===== src/rtl/regfile_writeback.sv =====
// Write-back queue: two producers (load path over ALU) feed an in-order FIFO
// that drives the register file's single write port and a per-register pending mask.
module regfile_writeback #(
    parameter int DATA_W = 32,
    parameter int ADDR_W = 5,
    parameter int DEPTH  = 4
) (
    input  logic                       clk,
    input  logic                       rst_n,
    input  logic                       mem_valid,
    output logic                       mem_ready,
    input  logic [ADDR_W-1:0]          mem_reg,
    input  logic [DATA_W-1:0]          mem_data,
    input  logic                       alu_valid,
    output logic                       alu_ready,
    input  logic [ADDR_W-1:0]          alu_reg,
    input  logic [DATA_W-1:0]          alu_data,
    input  logic                       wb_stall,
    output logic                       reg_write,
    output logic [ADDR_W-1:0]          write_register,
    output logic [DATA_W-1:0]          write_data,
    output logic [2**ADDR_W-1:0]       pending,
    output logic [$clog2(DEPTH+1)-1:0] fifo_count
);
    localparam int PTR_W = $clog2(DEPTH);
    localparam int CNT_W = $clog2(DEPTH+1);
    localparam int NREG  = 2**ADDR_W;

    logic [ADDR_W-1:0] reg_q  [DEPTH];
    logic [DATA_W-1:0] data_q [DEPTH];
    logic [PTR_W-1:0]  wr_ptr_q, wr_ptr_d;
    logic [PTR_W-1:0]  rd_ptr_q, rd_ptr_d;
    logic [CNT_W-1:0]  count_q, count_d;

    logic              full, empty, enq, deq;
    logic [ADDR_W-1:0] enq_reg;
    logic [DATA_W-1:0] enq_data;

    assign full      = (count_q == CNT_W'(DEPTH));
    assign empty     = (count_q == '0);
    assign mem_ready = !full;
    assign alu_ready = !full && !mem_valid;
    assign enq       = (mem_valid && mem_ready) || (alu_valid && alu_ready);
    assign deq       = !empty && !wb_stall;
    assign enq_reg   = mem_valid ? mem_reg  : alu_reg;
    assign enq_data  = mem_valid ? mem_data : alu_data;

    // Write port is decoded from the queue head only, so it holds through the falling edge.
    assign reg_write      = deq;
    assign write_register = deq ? reg_q[rd_ptr_q]  : '0;
    assign write_data     = deq ? data_q[rd_ptr_q] : '0;
    assign fifo_count     = count_q;

    always_comb begin
        wr_ptr_d = wr_ptr_q;
        rd_ptr_d = rd_ptr_q;
        count_d  = count_q;
        if (enq) wr_ptr_d = wr_ptr_q + 1'b1;
        if (deq) rd_ptr_d = rd_ptr_q + 1'b1;
        case ({enq, deq})
            2'b10:   count_d = count_q + 1'b1;
            2'b01:   count_d = count_q - 1'b1;
            default: count_d = count_q;
        endcase
    end

    // Walk occupied slots from the head; pointers wrap since DEPTH is a power of two.
    always_comb begin
        logic [PTR_W-1:0] idx;
        pending = '0;
        idx     = '0;
        for (int k = 0; k < DEPTH; k++) begin
            idx = rd_ptr_q + PTR_W'(k);
            if (CNT_W'(k) < count_q) pending[reg_q[idx]] = 1'b1;
        end
    end

    always_ff @(posedge clk or negedge rst_n) begin
        if (!rst_n) begin
            wr_ptr_q <= '0;
            rd_ptr_q <= '0;
            count_q  <= '0;
        end else begin
            wr_ptr_q <= wr_ptr_d;
            rd_ptr_q <= rd_ptr_d;
            count_q  <= count_d;
        end
    end

    always_ff @(posedge clk) begin
        if (enq) begin
            reg_q[wr_ptr_q]  <= enq_reg;
            data_q[wr_ptr_q] <= enq_data;
        end
    end

    logic unused_nreg;
    assign unused_nreg = (NREG == 0);
endmodule


===== config.mk =====
export PLATFORM = sky130hd
export DESIGN_NAME = regfile_writeback
export DESIGN_NICKNAME = d
export VERILOG_FILES = /design/src/rtl/regfile_writeback.sv
export SDC_FILE = /design/constraint.sdc
export NUM_CORES = 1
export LEC_CHECK = 0
export CORE_MARGIN = 1.5
export CORE_UTILIZATION = 50
export DETAILED_ROUTE_END_ITERATION = 8
export GPL_ROUTABILITY_DRIVEN = 0
export PLACE_DENSITY = 0.77
export SETUP_SLACK_MARGIN = 0.2
export SLEW_MARGIN = 20
export SYNTH_ARGS = -nofsm -noshare
export SYNTH_HDL_FRONTEND = slang
export SYNTH_SLANG_ARGS = --single-unit

===== constraint.sdc =====
create_clock -name clk -period 4 [get_ports clk]
set_input_delay 1 -clock clk [delete_from_list [all_inputs] [get_ports clk]]
set_output_delay 1 -clock clk [all_outputs]
set_load 0.02 [all_outputs]

* Yosys cells after proc, flatten, opt, wreduce, memory -nomap -nowiden *
Memory sizes are Yosys's and may differ from the RTL's.
Cells that the tools add are included.

operators by class
  multiplexer cells = 19
  order comparisons = 12
  reduce and logical (&&, ||, !) cells = 15
  bitwise operators = 3
  add/sub/neg operators = 6
  equality and inequality tests = 3

operators by type and width
  operator               count
  $mux W32               6
  $or A32 B32 Y32        3
  $lt A5 B6 Y1 const B   4
  $demux W1 S5           4
  $ge A5 B1 Y1 const B   4
  $mux W5                2
  $logic_and A1 B1 Y1    8
  $lt A1 B3 Y1 const A   2
  $lt A2 B3 Y1 const A   2
  $mux W1                6
  $pmux W3 S2            1
  $add A2 B1 Y2 const B  2
  $add A2 B2 Y2 const B  2
  $logic_not A1 Y1       4
  $add A3 B1 Y3 const B  1
  $eq A3 B3 Y1 const B   1
  $logic_not A3 Y1       1
  $sub A3 B1 Y3 const B  1
  $eq A2 B1 Y1 const B   1
  $eq A2 B2 Y1 const B   1
  $reduce_bool A2 Y1     1
  $logic_or A1 B1 Y1     1

word-level totals
  output and inout bits = 75
  memories = 2
  register bits after elaboration = 7
  RAM bits = 148
  bits of input ports = 79
  word-level logic and storage cells = 63

memories
  memory  words  width  read ports  clocked after memory_dff  write ports  line  source
  data_q  4      32     1           0                         1            30    logic [DATA_W-1:0] data_q [DEPTH];
  reg_q   4      5      4           0                         1            29    logic [ADDR_W-1:0] reg_q [DEPTH];

* Logic depth before layout (Yosys ltp) *
An unclocked memory read counts as a cell.

  word-level depth = 12
  depth in mapped cells = 9
  depth with buffers taken out = 9

* Worst setup path before layout *
Ideal clock, no wire load.

  path type = register to output
  from = register count_q[2], in the netlist fifo_count[2]
  to = output pending[13]
  data required time = 3.000 ns
  data arrival time = 1.996 ns
  path buffers = 1
  path slack = 1.004 ns
  cell stages (with the launch flop) = 6
  cells stage by stage = dfrtp_1 -> buf_2 -> nor3_1 -> nor2_1 -> a32oi_1 -> o211ai_1

on the way
  word-level cells in the longest chain between the ends = 8

ends and longest elaborated chain
  element                           line  source
  from (decl)                       33    logic [CNT_W-1:0] count_q, count_d;
  from (signal assigned)            86    count_q <= count_d;
  $lt A1 B3 Y1                      74    if (CNT_W'(k) < count_q) pending[reg_q[idx]] = 1'b1;
  $mux W32                          74
  $or A32 B32 Y32 (no source line)  n/a
  $mux W32                          74
  $or A32 B32 Y32 (no source line)  n/a
  $mux W32                          74
  $or A32 B32 Y32 (no source line)  n/a
  $mux W32 *                        74
  to (decl)                         22    output logic [2**ADDR_W-1:0] pending,

Mark *: on every way between the ends. The rest lies on a longest branch, timed or not.

* Final worst setup path *
  from = register rd_ptr_q[0]
  to = output pending[7]

on the way
  word-level cells in the longest chain between the ends = 12

ends and longest elaborated chain
  element                                                                      line  source
  from (decl)                                                                  32    logic [PTR_W-1:0] rd_ptr_q, rd_ptr_d;
  from (signal assigned)                                                       85    rd_ptr_q <= rd_ptr_d;
  $add A2 B1 Y2 / $mem_v2 Z4 W5 (equally long branches)                        n/a
  $mem_v2 Z4 W5 *                                                              n/a
  $lt A5 B6 Y1 (implied by the code), or another cell as far along             74
  $logic_and A1 B1 Y1 (implied by the code) / $mux W1 (equally long branches)  74
  $mux W1 (implied by the code) / $demux W1 S5 (equally long branches)         74
  $demux W1 S5 / $mux W32 (equally long branches)                              74
  $or A32 B32 Y32 (no source line)                                             n/a
  $mux W32                                                                     74
  $or A32 B32 Y32 (no source line)                                             n/a
  $mux W32                                                                     74
  $or A32 B32 Y32 (no source line)                                             n/a
  $mux W32 *                                                                   74

Marks and branches as above.

==> out/qor.yml <==
status:
  status: "finished clean"
routing:
  vias: 6128
  drc: 0
  via_per_inst: 6.25
  wirelength_um: 21600
  antenna_left: 0
  wl_per_cell_um: 22.1
  drt-initial-drc-count: 771
  dr.pass1.iters: 7
critical_path:
  required_ns: 3.00
  arrival_ns: 2.78
  start_kind: "flip-flop"
  crit_path_end_kind: "output port"
  cp_max_fo: 6
  rr_worst_depth: 7
  crit_type: "flip-flop to output port"
global_route:
  globalRouteTotalUtil_pct: 24.2
  met3_usage_pct: 5.92
  grt_pass1_wl_um: 32500
  met1_usage_pct: 29.9
  grt-ovfl-total: 0
  antenna_found_initial: 1
  grt_pass1_vias: 6070
  grt_max_degree: 42
  grt_use_met2_pct: 41.9
  grt.busiest_layer: "met2"
die:
  fp.dieH_um: 132
  initial_core_util_pct: 50.8
  ioPinCount: 154
  coreArea_um2: 16500
  die-area_um2: 17500
  std_cell_rows: 47
  chipWidth_um: 132
yosys:
  yosysWarnings: 0
  synthesis.instances: 552
  syn-num-nets: 640
  avgSynthCellArea_um2: 15.2
  synth-edff-count: 148
  syn_area_um2: 8360
  ys.flop_type: "edfxtp_1"
  synth-seq-cells: 155
  yosysUniqueCellTypes: 50
  ys_seq_area_share_pct: 55.2
  async_flop_share_pct: 4.52
finish:
  fin_util_pct: 67.4
  fin_area_um2: 11100
  nets: 834
  fillCellCount: 1102
  drive_gt1_share_pct: 29.0
  area_growth_pct: 32.7
  multiInputGateArea_um2: 3620
  final-seq-area_um2: 4620
clock_network:
  cts_tree: "done"
  cts_buffers: 17
  cts_sinks: 155
  clk_pin_slew_ns: 0.06
  cts-hold-fix-buffers: 0
  clockRootBuffer: "clkbuf_16"
  clk_latency_ns: 0.42
  clockBufferDepth: 2
  cts_max_level: 4
timing:
  finalCriticalPeriod_ns: 3.78
  hold_violations: 0
  setup_tns_ns: 0
  finalSetupViolations: 0
  period_share_pct: 94.4
  drv_slew: 0
  rsz0062_at_grt: "true"
  slew_headroom_pct: 62.2
  clock.fmax_mhz: 265
  skew_ns: 0.0120
  tightestPinTransition_ns: 0.564
place:
  io_buffer_count: 153
  hpwl_um: 13600
  post_dp_cell_area_um2: 10200
flow_run:
  maxCapViolations: 0
power:
  powerDensity_nw_per_um2: 872
  p_leak_nw: 3.93
  peakVddDrop_uv: 407
hold_path:
  min_path_cells: 2
  min_path_type: "flip-flop to flip-flop"
final cells by class:
| type | instances | share of cell area, % |
|---|---|---|
| antenna | 1 | 0.0225 |
| clock buffer | 19 | 3.90 |
| clock inverter | 13 | 1.31 |
| inverter | 6 | 0.203 |
| multi-input combinational | 360 | 32.6 |
| sequential | 155 | 41.7 |
| tap | 220 | 2.48 |
| timing repair buffer | 206 | 17.8 |
per-stage QoR:
stage / cells / power (W) / setup WS (ns) / hold WS (ns)
2_1_floorplan: 552 / 0.00585 / 1.00 / 0.580
5_1_grt: 979 / 0.0101 / 0.142 / 0.684
6_report: 980 / 0.00968 / 0.223 / 0.649
4_1_cts: 961 / 0.00935 / 0.0131 / 0.650
3_3_place_gp: 916 / 0.00759 / 0.190 / 0.603
3_5_place_dp: 916 / 0.00774 / 0.0301 / 0.625
routing by layer:
| layer | vias up | part of all wire, % |
|---|---|---|
| met1 | 3012 | 38 |
| met5 | - | 0 |
| met3 | 83 | 8.8 |
| met4 | 0 | 3.0 |
| met2 | 408 | 50 |
| li1 | 2625 | - |
timing repair:
action                     CTS  global route
gates resized for setup     50            26
setup endpoints to repair   62            56
buffers inserted            13            17
pin swaps                    3             4
gates cloned                 0             1
state kept, by name, indices dropped and copies added, names as in the netlist:
name and count:
rd_ptr_q 2, reg_q 20, wr_ptr_q 2, data_q 128, fifo_count 3
logic make-up (layout without fill, tap and decap cells):
logic type               count (synthesis)  count (layout)  synth area share (%)
AND/OR/NAND/NOR                        191             191                  14.4
flip-flops                             155             155                  55.2
multiplexers                            96              97                  20.1
AO/OA/AOI/OAI                           57              57                  5.78
buffers and inverters                   38             244                  2.48
adder cells (fa/ha/maj)                  9               9                  1.35
XOR/XNOR                                 6               6                 0.628
other                                    0               1                     0
power breakdown:
part	switching [W]	internal, W
Clock	0.000633	0.000922
Sequential	0.000181	0.00233
Combinational	0.00320	0.00242
worst paths after layout:
path / startpoint / end / slack [ns]
max reg2reg: fifo_count[0] / data_q[3][3] / 1.91
min: wr_ptr_q[1] / wr_ptr_q[1] / 0.65
max in group asynchronous: rst_n / rd_ptr_q[0] / 2.79
max: rd_ptr_q[0] / pending[7] / 0.22
min reg2reg: wr_ptr_q[1] / wr_ptr_q[1] / 0.65
min in group asynchronous: rst_n / fifo_count[1] / 0.88
cell usage after synthesis (all sizes together), types with 7 or more instances:
cell type,n,share of area (%)
clkbuf,10,0.45
dfrtp,7,2.1
edfxtp,148,53
nand3,45,2.7
nor2,13,0.58
mux2,40,5.4
ha,9,1.3
nor2b,17,1.3
mux4,53,14
nand2,26,1.2
a22oi,13,1.2
and2,56,4.2
a32oi,25,2.6
buf,22,1.8
worst max-delay path, cell delays in order, from the launching register on:
cell and delay [ns]:
dfrtp_4 0.48, buf_12 0.12, buf_4 0.15, mux4_1 0.72
nor2_2 0.27, a32oi_1 0.16, o211ai_1 0.12, dlygate4sd2_1 0.35
cells in the final DEF, fill, tap and decap left out, types with 6 or more instances in the layout:
| cell type | instances |
|---|---|
| a32oi_1 | 25 |
| nor2b_1 | 14 |
| buf_4 | 43 |
| nand4_1 | 6 |
| and2_1 | 52 |
| nand2_1 | 26 |
| edfxtp_1 | 148 |
| clkbuf_2 | 9 |
| buf_12 | 8 |
| clkinvlp_4 | 6 |
| mux4_2 | 52 |
| dlygate4sd2_1 | 17 |
| clkbuf_16 | 17 |
| ha_1 | 9 |
| a22oi_1 | 12 |
| nor2_1 | 8 |
| clkdlybuf4s50_1 | 120 |
| inv_1 | 6 |
| nand3_1 | 45 |
| mux2_2 | 40 |
No activity file was read; power rests on OpenSTA's default activity.
